[config.mk]
export PLATFORM = sky130hd
export DESIGN_NAME = stage_if_flat
export DESIGN_NICKNAME = d
export VERILOG_FILES = /design/src/rtl/stage_if_if.sv /design/src/rtl/stage_if.sv /design/src/flat_wrapper.sv
export SDC_FILE = /design/constraint.sdc
export NUM_CORES = 1
export LEC_CHECK = 0
export BUFFER_PORTS_ARGS = -buffer_cell sky130_fd_sc_hd__buf_2
export CAP_MARGIN = 10
export CORE_MARGIN = 5
export CORE_UTILIZATION = 45
export CTS_BUF_LIST = sky130_fd_sc_hd__clkbuf_2
export CTS_CLUSTER_SIZE = 10
export DETAILED_ROUTE_END_ITERATION = 10
export MAX_ROUTING_LAYER = met4
export PLACE_DENSITY = 0.67
export REMOVE_ABC_BUFFERS = 1
export SKIP_LAST_GASP = 1
export SYNTH_ARGS = -nofsm -noshare
export SYNTH_HDL_FRONTEND = slang
export SYNTH_SLANG_ARGS = --single-unit
[constraint.sdc]
create_clock -name clk -period 3.7 [get_ports clk]
set_clock_uncertainty 0.1 [all_clocks]
set_input_delay 0.37 -clock clk [delete_from_list [all_inputs] [get_ports clk]]
set_output_delay 0.37 -clock clk [all_outputs]
set_load 0.01 [all_outputs]
[src/rtl/stage_if_if.sv]
// Instruction-memory port of the fetch stage: one request channel and one
// response channel.
//
// Handshake: a request transfers on a rising edge where imem_req_valid and
// imem_req_ready are both 1. Once imem_req_valid rises, it and imem_req_addr
// hold until that transfer. The one exception is a redirect, which may move
// the address on the following cycle. The response channel has no ready: the
// fetch stage takes imem_rsp_data on any edge where imem_rsp_valid is 1. The
// memory answers each accepted request exactly once, at least one cycle later.
interface stage_if_if #(
    parameter int PC_WIDTH   = 32,
    parameter int INST_WIDTH = 32
);
    logic                  imem_req_valid;
    logic [PC_WIDTH-1:0]   imem_req_addr;
    logic                  imem_req_ready;
    logic                  imem_rsp_valid;
    logic [INST_WIDTH-1:0] imem_rsp_data;

    // Fetch stage side
    modport master (
        output imem_req_valid,
        output imem_req_addr,
        input  imem_req_ready,
        input  imem_rsp_valid,
        input  imem_rsp_data
    );

    // Instruction memory side
    modport slave (
        input  imem_req_valid,
        input  imem_req_addr,
        output imem_req_ready,
        output imem_rsp_valid,
        output imem_rsp_data
    );
endinterface

[src/rtl/stage_if.sv]
// Instruction-fetch stage. It keeps a PC and issues at most one memory
// request at a time. It throws away responses that belong to a redirected
// path. It feeds the IF/ID pipeline register, and a one-entry hold buffer
// catches a response that lands while decode is stalled.
module stage_if #(
    parameter int                  PC_WIDTH       = 32,
    parameter int                  INST_WIDTH     = 32,
    parameter int                  REG_ADDR_WIDTH = 5,
    parameter logic [PC_WIDTH-1:0] RESET_PC       = 32'h0000_0000
) (
    input  logic                      clk,
    input  logic                      reset,
    input  logic                      pc_sel,
    input  logic [PC_WIDTH-1:0]       pc_imm,
    input  logic                      stall,
    stage_if_if.master                imem,
    output logic [PC_WIDTH-1:0]       IF_ID_pc,
    output logic [INST_WIDTH-1:0]     IF_ID_inst,
    output logic                      IF_ID_valid,
    output logic [6:0]                IF_ID_inst_opcode,
    output logic [REG_ADDR_WIDTH-1:0] IF_ID_rs1,
    output logic [REG_ADDR_WIDTH-1:0] IF_ID_rs2,
    output logic [REG_ADDR_WIDTH-1:0] IF_ID_rd,
    output logic [1:0]                o_state
);

    // FETCH: free to request. WAIT: one good request in flight.
    // DROP: the request in flight is wrong-path, so its response is discarded.
    typedef enum logic [1:0] {
        ST_FETCH = 2'd0,
        ST_WAIT  = 2'd1,
        ST_DROP  = 2'd2
    } state_t;

    // Bubble placed into IF/ID: addi x0, x0, 0
    localparam logic [INST_WIDTH-1:0] NOP_INST = INST_WIDTH'(32'h0000_0013);

    state_t                r_state;
    state_t                w_next_state;
    logic [PC_WIDTH-1:0]   r_pc;
    logic [PC_WIDTH-1:0]   r_fetch_pc;
    logic                  r_hold_valid;
    logic [INST_WIDTH-1:0] r_hold_inst;
    logic [PC_WIDTH-1:0]   r_hold_pc;
    logic [PC_WIDTH-1:0]   r_ifid_pc;
    logic [INST_WIDTH-1:0] r_ifid_inst;
    logic                  r_ifid_valid;

    logic                  w_req_valid;
    logic                  w_accept;
    logic                  w_rsp_in_wait;
    logic [PC_WIDTH-1:0]   w_redirect_pc;

    // Requests are blocked while reset is high, so the first request shows
    // up in the first cycle after reset drops. They are also blocked while
    // the hold buffer owns an instruction that decode has not taken yet.
    assign w_req_valid   = (r_state == ST_FETCH) && !r_hold_valid && !reset;
    assign w_accept      = w_req_valid && imem.imem_req_ready;
    assign w_rsp_in_wait = (r_state == ST_WAIT) && imem.imem_rsp_valid;
    assign w_redirect_pc = pc_imm & ~PC_WIDTH'(3);

    assign imem.imem_req_valid = w_req_valid;
    assign imem.imem_req_addr  = r_pc;

    assign IF_ID_pc          = r_ifid_pc;
    assign IF_ID_inst        = r_ifid_inst;
    assign IF_ID_valid       = r_ifid_valid;
    assign IF_ID_inst_opcode = r_ifid_inst[6:0];
    assign IF_ID_rd          = r_ifid_inst[7 +: REG_ADDR_WIDTH];
    assign IF_ID_rs1         = r_ifid_inst[15 +: REG_ADDR_WIDTH];
    assign IF_ID_rs2         = r_ifid_inst[20 +: REG_ADDR_WIDTH];
    assign o_state           = r_state;

    // FSM state register
    always_ff @(posedge clk) begin
        if (reset) begin
            r_state <= ST_FETCH;
        end else begin
            r_state <= w_next_state;
        end
    end

    // FSM next state: a redirect turns the request in flight into a wrong-path one
    always_comb begin
        w_next_state = r_state;
        case (r_state)
            ST_FETCH: begin
                if (w_accept) begin
                    w_next_state = pc_sel ? ST_DROP : ST_WAIT;
                end
            end
            ST_WAIT: begin
                if (imem.imem_rsp_valid) begin
                    w_next_state = ST_FETCH;
                end else if (pc_sel) begin
                    w_next_state = ST_DROP;
                end
            end
            ST_DROP: begin
                if (imem.imem_rsp_valid) begin
                    w_next_state = ST_FETCH;
                end
            end
            default: w_next_state = ST_FETCH;
        endcase
    end

    // PC and fetch-address tracking; a redirect beats the increment
    always_ff @(posedge clk) begin
        if (reset) begin
            r_pc       <= RESET_PC;
            r_fetch_pc <= RESET_PC;
        end else begin
            if (pc_sel) begin
                r_pc <= w_redirect_pc;
            end else if (w_accept) begin
                r_pc <= r_pc + PC_WIDTH'(4);
            end
            if (w_accept) begin
                r_fetch_pc <= r_pc;
            end
        end
    end

    // Hold buffer: keeps a good response that arrives during a stall
    always_ff @(posedge clk) begin
        if (reset || pc_sel) begin
            r_hold_valid <= 1'b0;
        end else if (r_hold_valid && !stall) begin
            r_hold_valid <= 1'b0;
        end else if (w_rsp_in_wait && stall) begin
            r_hold_valid <= 1'b1;
            r_hold_inst  <= imem.imem_rsp_data;
            r_hold_pc    <= r_fetch_pc;
        end
    end

    // IF/ID register. A stall freezes it. When not stalled it loads the held
    // or arriving instruction, and with nothing to deliver it drops valid so
    // decode does not run the same instruction twice.
    always_ff @(posedge clk) begin
        if (reset || pc_sel) begin
            r_ifid_pc    <= '0;
            r_ifid_inst  <= NOP_INST;
            r_ifid_valid <= 1'b0;
        end else if (!stall) begin
            if (r_hold_valid) begin
                r_ifid_pc    <= r_hold_pc;
                r_ifid_inst  <= r_hold_inst;
                r_ifid_valid <= 1'b1;
            end else if (w_rsp_in_wait) begin
                r_ifid_pc    <= r_fetch_pc;
                r_ifid_inst  <= imem.imem_rsp_data;
                r_ifid_valid <= 1'b1;
            end else begin
                r_ifid_valid <= 1'b0;
            end
        end
    end

endmodule

[src/flat_wrapper.sv]
// flat-port wrapper written by rule: the top's interface ports become plain ports
module stage_if_flat 
#(
    parameter int                  PC_WIDTH       = 32,
    parameter int                  INST_WIDTH     = 32,
    parameter int                  REG_ADDR_WIDTH = 5,
    parameter logic [PC_WIDTH-1:0] RESET_PC       = 32'h0000_0000
)
  (clk, reset, pc_sel, pc_imm, stall, IF_ID_pc, IF_ID_inst, IF_ID_valid, IF_ID_inst_opcode, IF_ID_rs1, IF_ID_rs2, IF_ID_rd, o_state, imem_imem_req_valid, imem_imem_req_addr, imem_imem_req_ready, imem_imem_rsp_valid, imem_imem_rsp_data);
  stage_if_if #(.PC_WIDTH(PC_WIDTH), .INST_WIDTH(INST_WIDTH)) imem_i ();
  input  logic clk;
  input  logic reset;
  input  logic pc_sel;
  input  logic [PC_WIDTH-1:0] pc_imm;
  input  logic stall;
  output logic [PC_WIDTH-1:0] IF_ID_pc;
  output logic [INST_WIDTH-1:0] IF_ID_inst;
  output logic IF_ID_valid;
  output logic [6:0] IF_ID_inst_opcode;
  output logic [REG_ADDR_WIDTH-1:0] IF_ID_rs1;
  output logic [REG_ADDR_WIDTH-1:0] IF_ID_rs2;
  output logic [REG_ADDR_WIDTH-1:0] IF_ID_rd;
  output logic [1:0] o_state;
  output wire logic [$bits(imem_i.imem_req_valid)-1:0] imem_imem_req_valid;
  output wire logic [$bits(imem_i.imem_req_addr)-1:0] imem_imem_req_addr;
  input wire logic [$bits(imem_i.imem_req_ready)-1:0] imem_imem_req_ready;
  input wire logic [$bits(imem_i.imem_rsp_valid)-1:0] imem_imem_rsp_valid;
  input wire logic [$bits(imem_i.imem_rsp_data)-1:0] imem_imem_rsp_data;
  assign imem_imem_req_valid = imem_i.imem_req_valid;
  assign imem_imem_req_addr = imem_i.imem_req_addr;
  assign imem_i.imem_req_ready = imem_imem_req_ready;
  assign imem_i.imem_rsp_valid = imem_imem_rsp_valid;
  assign imem_i.imem_rsp_data = imem_imem_rsp_data;
  stage_if #(.PC_WIDTH(PC_WIDTH), .INST_WIDTH(INST_WIDTH), .REG_ADDR_WIDTH(REG_ADDR_WIDTH), .RESET_PC(RESET_PC)) u_core (.clk(clk), .reset(reset), .pc_sel(pc_sel), .pc_imm(pc_imm), .stall(stall), .imem(imem_i), .IF_ID_pc(IF_ID_pc), .IF_ID_inst(IF_ID_inst), .IF_ID_valid(IF_ID_valid), .IF_ID_inst_opcode(IF_ID_inst_opcode), .IF_ID_rs1(IF_ID_rs1), .IF_ID_rs2(IF_ID_rs2), .IF_ID_rd(IF_ID_rd), .o_state(o_state));
endmodule
==> impl_results.html <==
<table>
<tr><th>Metric</th><th>Value</th></tr>
<tr><th colspan="2">GRT</th></tr>
<tr><td>Global Route Usage Sum</td><td>0.195</td></tr>
<tr><td>First-pass GRT wire length</td><td>30.3 mm</td></tr>
<tr><td>Number of antenna violations at the first check in global routing</td><td>1</td></tr>
<tr><td>Total overflow reported by the global router</td><td>0</td></tr>
<tr><td>Largest net degree at the start of global routing</td><td>119</td></tr>
<tr><td>Vias in the first global route</td><td>5801</td></tr>
<tr><th colspan="2">Detailed routing</th></tr>
<tr><td>Wirelength per Cell</td><td>15.9 um</td></tr>
<tr><td>Starting DRC count in detailed routing</td><td>263</td></tr>
<tr><td>Final WL</td><td>18.9 mm</td></tr>
<tr><td>DRC Markers</td><td>0</td></tr>
<tr><td>Via total after detailed routing</td><td>6108</td></tr>
<tr><td>First-pass iteration count of the detailed router</td><td>4</td></tr>
<tr><td>Count of nets left with antenna violations after detail routing</td><td>0</td></tr>
<tr><td>Via density per instance</td><td>5.12</td></tr>
<tr><th colspan="2">Min path</th></tr>
<tr><td>Path category of the worst min-delay check</td><td>in2reg</td></tr>
<tr><td>End point of the most critical hold path</td><td>u_core.imem.imem_req_addr[28]</td></tr>
<tr><td>Startpoint of the tightest hold check path</td><td>pc_sel</td></tr>
<tr><td>Cell count of the worst hold path</td><td>3</td></tr>
<tr><th colspan="2">Placement</th></tr>
<tr><td>Number of placed instances with taps included</td><td>1071</td></tr>
<tr><td>Gpl congestion</td><td>0.752</td></tr>
<tr><td>Number of I/O port buffers</td><td>185</td></tr>
<tr><td>Pre-CTS setup slack</td><td>1.08 ns</td></tr>
<tr><td>Detail Placement HPWL</td><td>12.0 mm</td></tr>
<tr><th colspan="2">Critical path</th></tr>
<tr><td>Worst reg2reg path startpoint</td><td>u_core.o_state[1]</td></tr>
<tr><td>Reg-to-Reg End</td><td>u_core.imem.imem_req_addr[24]</td></tr>
<tr><td>Crit Path Class</td><td>reg2reg</td></tr>
<tr><td>Start point of the critical path</td><td>u_core.o_state[1]</td></tr>
<tr><td>Endpoint type of the worst setup path</td><td>flip-flop</td></tr>
<tr><td>Worst setup SP type</td><td>flip-flop</td></tr>
<tr><td>Worst reg-to-reg setup slack</td><td>0.90 ns</td></tr>
<tr><td>Worst endpoint data arrival time</td><td>3.34 ns</td></tr>
<tr><td>Maximum net fanout on the critical path</td><td>13</td></tr>
<tr><td>Critical path data required time</td><td>4.24 ns</td></tr>
<tr><td>Depth of the worst register-to-register path</td><td>7</td></tr>
<tr><th colspan="2">Timing</th></tr>
<tr><td>Worst Tran Pin Value</td><td>1.16 ns</td></tr>
<tr><td>Unrepaired setup endpoints after global routing</td><td>false</td></tr>
<tr><td>Shortest clock period the worst path allows after layout</td><td>2.80 ns</td></tr>
<tr><td>Relative slew margins</td><td>0.225</td></tr>
<tr><td>Finish-stage setup viols</td><td>0</td></tr>
<tr><td>Final Hold Violating Endpoints</td><td>0</td></tr>
<tr><td>Final Worst Setup Slack</td><td>0.905 ns</td></tr>
<tr><td>Fmax</td><td>358 MHz</td></tr>
<tr><td>Final worst path period share</td><td>0.756</td></tr>
<tr><td>Final count of pins violating max slew</td><td>0</td></tr>
<tr><th colspan="2">Synth</th></tr>
<tr><td>Register bit total from synthesis</td><td>188</td></tr>
<tr><td>Number of warnings reported in the yosys synthesis log</td><td>0</td></tr>
<tr><td>Post-synthesis instance area</td><td>0.00767 mm^2</td></tr>
<tr><td>Number of instances in the synthesized netlist</td><td>731</td></tr>
<tr><td>Sequential share of the synthesized area</td><td>0.571</td></tr>
<tr><td>Count of cell types in the netlist</td><td>46</td></tr>
<tr><td>Synth Area per Inst</td><td>10.5 um^2</td></tr>
<tr><th colspan="2">CTS</th></tr>
<tr><td>Clock buffers created by TritonCTS</td><td>17</td></tr>
<tr><td>Buffers inserted by post-CTS timing repair</td><td>0</td></tr>
<tr><td>Clock tree from TritonCTS</td><td>done</td></tr>
<tr><td>Deepest clock path buffer count</td><td>2</td></tr>
<tr><td>Clock transition at the register clock pins on the worst setup and hold paths after CTS</td><td>0.24 ns</td></tr>
<tr><td>Worst-skew pair later-pin latency</td><td>0.72 ns</td></tr>
<tr><td>CTS H-Tree Depth</td><td>4</td></tr>
<tr><td>Clk sink count</td><td>188</td></tr>
<tr><td>Clk root buf</td><td>clkbuf_2</td></tr>
<tr><th colspan="2">Final layout</th></tr>
<tr><td>Layout Nets</td><td>1029</td></tr>
<tr><td>Number of filler cells placed in the layout</td><td>1457</td></tr>
<tr><td>Highest-count cells in the layout ignoring fill and taps</td><td>185 x buf_2, 125 x dfxtp_1, 90 x nand2_1</td></tr>
<tr><td>Fraction of layout instances using a drive strength above 1</td><td>0.246</td></tr>
<tr><td>Area growth from synthesis to final layout</td><td>26.6%</td></tr>
<tr><td>Most frequent standard cell in the layout excluding fill and tap cells</td><td>buf_2</td></tr>
<tr><td>Final Non-Filler Cells</td><td>1192</td></tr>
<tr><th colspan="2">Floorplanning</th></tr>
<tr><td>Core region area</td><td>0.0166 mm^2</td></tr>
<tr><td>I/O Pins</td><td>192</td></tr>
<tr><td>Area enclosed by the die boundary</td><td>0.0198 mm^2</td></tr>
<tr><td>Chip Width</td><td>141 um</td></tr>
<tr><td>Starting Density</td><td>0.461</td></tr>
<tr><td>Num rows</td><td>47</td></tr>
<tr><td>Vertical extent of the die</td><td>141 um</td></tr>
<tr><th colspan="2">Power</th></tr>
<tr><td>Power density cells</td><td>370 mW/mm^2</td></tr>
<tr><td>Worst voltage drop across the vdd grid</td><td>0.184 mV</td></tr>
<tr><td>Static Leakage</td><td>3.70 nW</td></tr>
<tr><th colspan="2">Job</th></tr>
<tr><td>Max Cap Viol</td><td>0</td></tr>
<tr><th colspan="2">Run status</th></tr>
<tr><td>Run status</td><td>finished clean</td></tr>
</table>
per-stage QoR:
step | power, W | hold WS [ns] | TNS [ns] | cell area [um^2] | utilization
floorplan | 0.00237 | 0.329 | -199.07 | 7280 | -
global placement | 0.00251 | 0.336 | 0 | 8590 | 0.516
detailed placement | 0.00251 | 0.342 | 0 | 8590 | 0.516
CTS | 0.00364 | 0.00491 | 0 | 9710 | 0.584
global route | 0.00375 | 0.0541 | 0 | 9710 | 0.584
finish | 0.00359 | 0.0916 | 0 | 9710 | 0.584
worst max path at each step:
stage                                    end  slack, ns
2_1_floorplan          u_core.IF_ID_inst[10]      -3.13
3_3_place_gp           u_core.IF_ID_inst[17]       1.16
3_5_place_dp             u_core.IF_ID_pc[24]       1.08
4_1_cts        u_core.imem.imem_req_addr[24]       0.85
5_1_grt        u_core.imem.imem_req_addr[24]       0.72
6_report       u_core.imem.imem_req_addr[24]       0.90
state kept, by name, indices dropped and copies added, names as in the netlist:
register                   count
u_core.IF_ID_valid             1
u_core.IF_ID_pc               30
u_core.imem.imem_req_addr     30
u_core.r_hold_pc              30
u_core.r_hold_valid            1
u_core.r_fetch_pc             30
u_core.IF_ID_inst             32
u_core.o_state                 2
u_core.r_hold_inst            32
worst max-delay path, stage by stage, from the launching register on:
cell           delay (ns)
dfxtp_1              0.42
nor4_2               0.29
nand2_1              0.41
buf_4                0.34
nor4b_2              0.32
xnor2_1              0.15
o22ai_1              0.09
dlygate4sd3_1        0.59
logic make-up (layout without fill, tap and decap cells):
family                     Yosys count  after routing  share of synthesized area
muxes                               63             63                     0.0822
adders and majority gates            1              1                    0.00163
other                                1              5                   0.000489
xor gates and xnor gates            23             23                     0.0262
buffers and inverters               80            317                     0.0536
AOI/OAI and AO/OA                  134            134                      0.116
DFF                                188            188                      0.571
and+or+nand+nor                    241            241                      0.149
metal layers:
layer  wire length [um]  vias up  track usage
li1                   -     3048            -
met1               8780     2846        0.261
met2               8690      188        0.304
met3               1100       26       0.0332
met4                328        0       0.0622
met5                  0        -            -
layout make-up:
cell class | count | area (um^2) | share of cell area
Timing Repair Buffer | 283 | 1890 | 0.195
Sequential cell | 188 | 4390 | 0.452
Tap cell | 220 | 275 | 0.0283
Antenna cell | 1 | 2.50 | 0.000258
Clock buffer | 19 | 95.1 | 0.00979
Inverter | 2 | 7.51 | 0.000773
Multi-Input combinational cell | 466 | 2900 | 0.299
Clock inverter | 13 | 149 | 0.0153
report_power, final:
part	leakage (nW)	switching (W)	internal [W]
Clock	0.152	0.000676	0.000378
Combinational	1.91	0.000164	0.000161
Sequential	1.64	0.0000473	0.00217
synth_stat cells, drive strengths merged:
library cell / number / area [um^2]
dfxtp: 126 / 2520
nand2: 90 / 338
nor2: 82 / 308
a211oi: 69 / 523
mux2i: 63 / 631
edfxtp: 62 / 1860
a21oi: 43 / 215
clkbuf: 42 / 158
buf: 36 / 246
xnor2: 16 / 140
nand4: 13 / 93.8
nand3: 11 / 60.1
and3: 9 / 56.3
nor3: 8 / 51.3
xor2: 7 / 61.3
and4: 6 / 52.6
o22ai: 6 / 37.5
a311oi: 5 / 43.8
o21ai: 5 / 25.0
or3: 5 / 31.3
and2: 4 / 25.0
nor4: 3 / 25.0
o211ai: 3 / 22.5
nand3b: 2 / 15.0
nor4b: 2 / 38.8
or2: 2 / 12.5
a31o: 1 / 8.76
a31oi: 1 / 6.26
and3b: 1 / 8.76
clkinv: 1 / 3.75
conb: 1 / 3.75
ha: 1 / 12.5
inv: 1 / 3.75
nor2b: 1 / 6.26
nor3b: 1 / 7.51
o21bai: 1 / 7.51
or4: 1 / 11.3
what timing repair did:
action | CTS | global route
resized for setup | 0 | 0
hold endpoints to repair | 106 | 0
hold buffers | 88 | 0
Power figures use the tool's default switching activity.
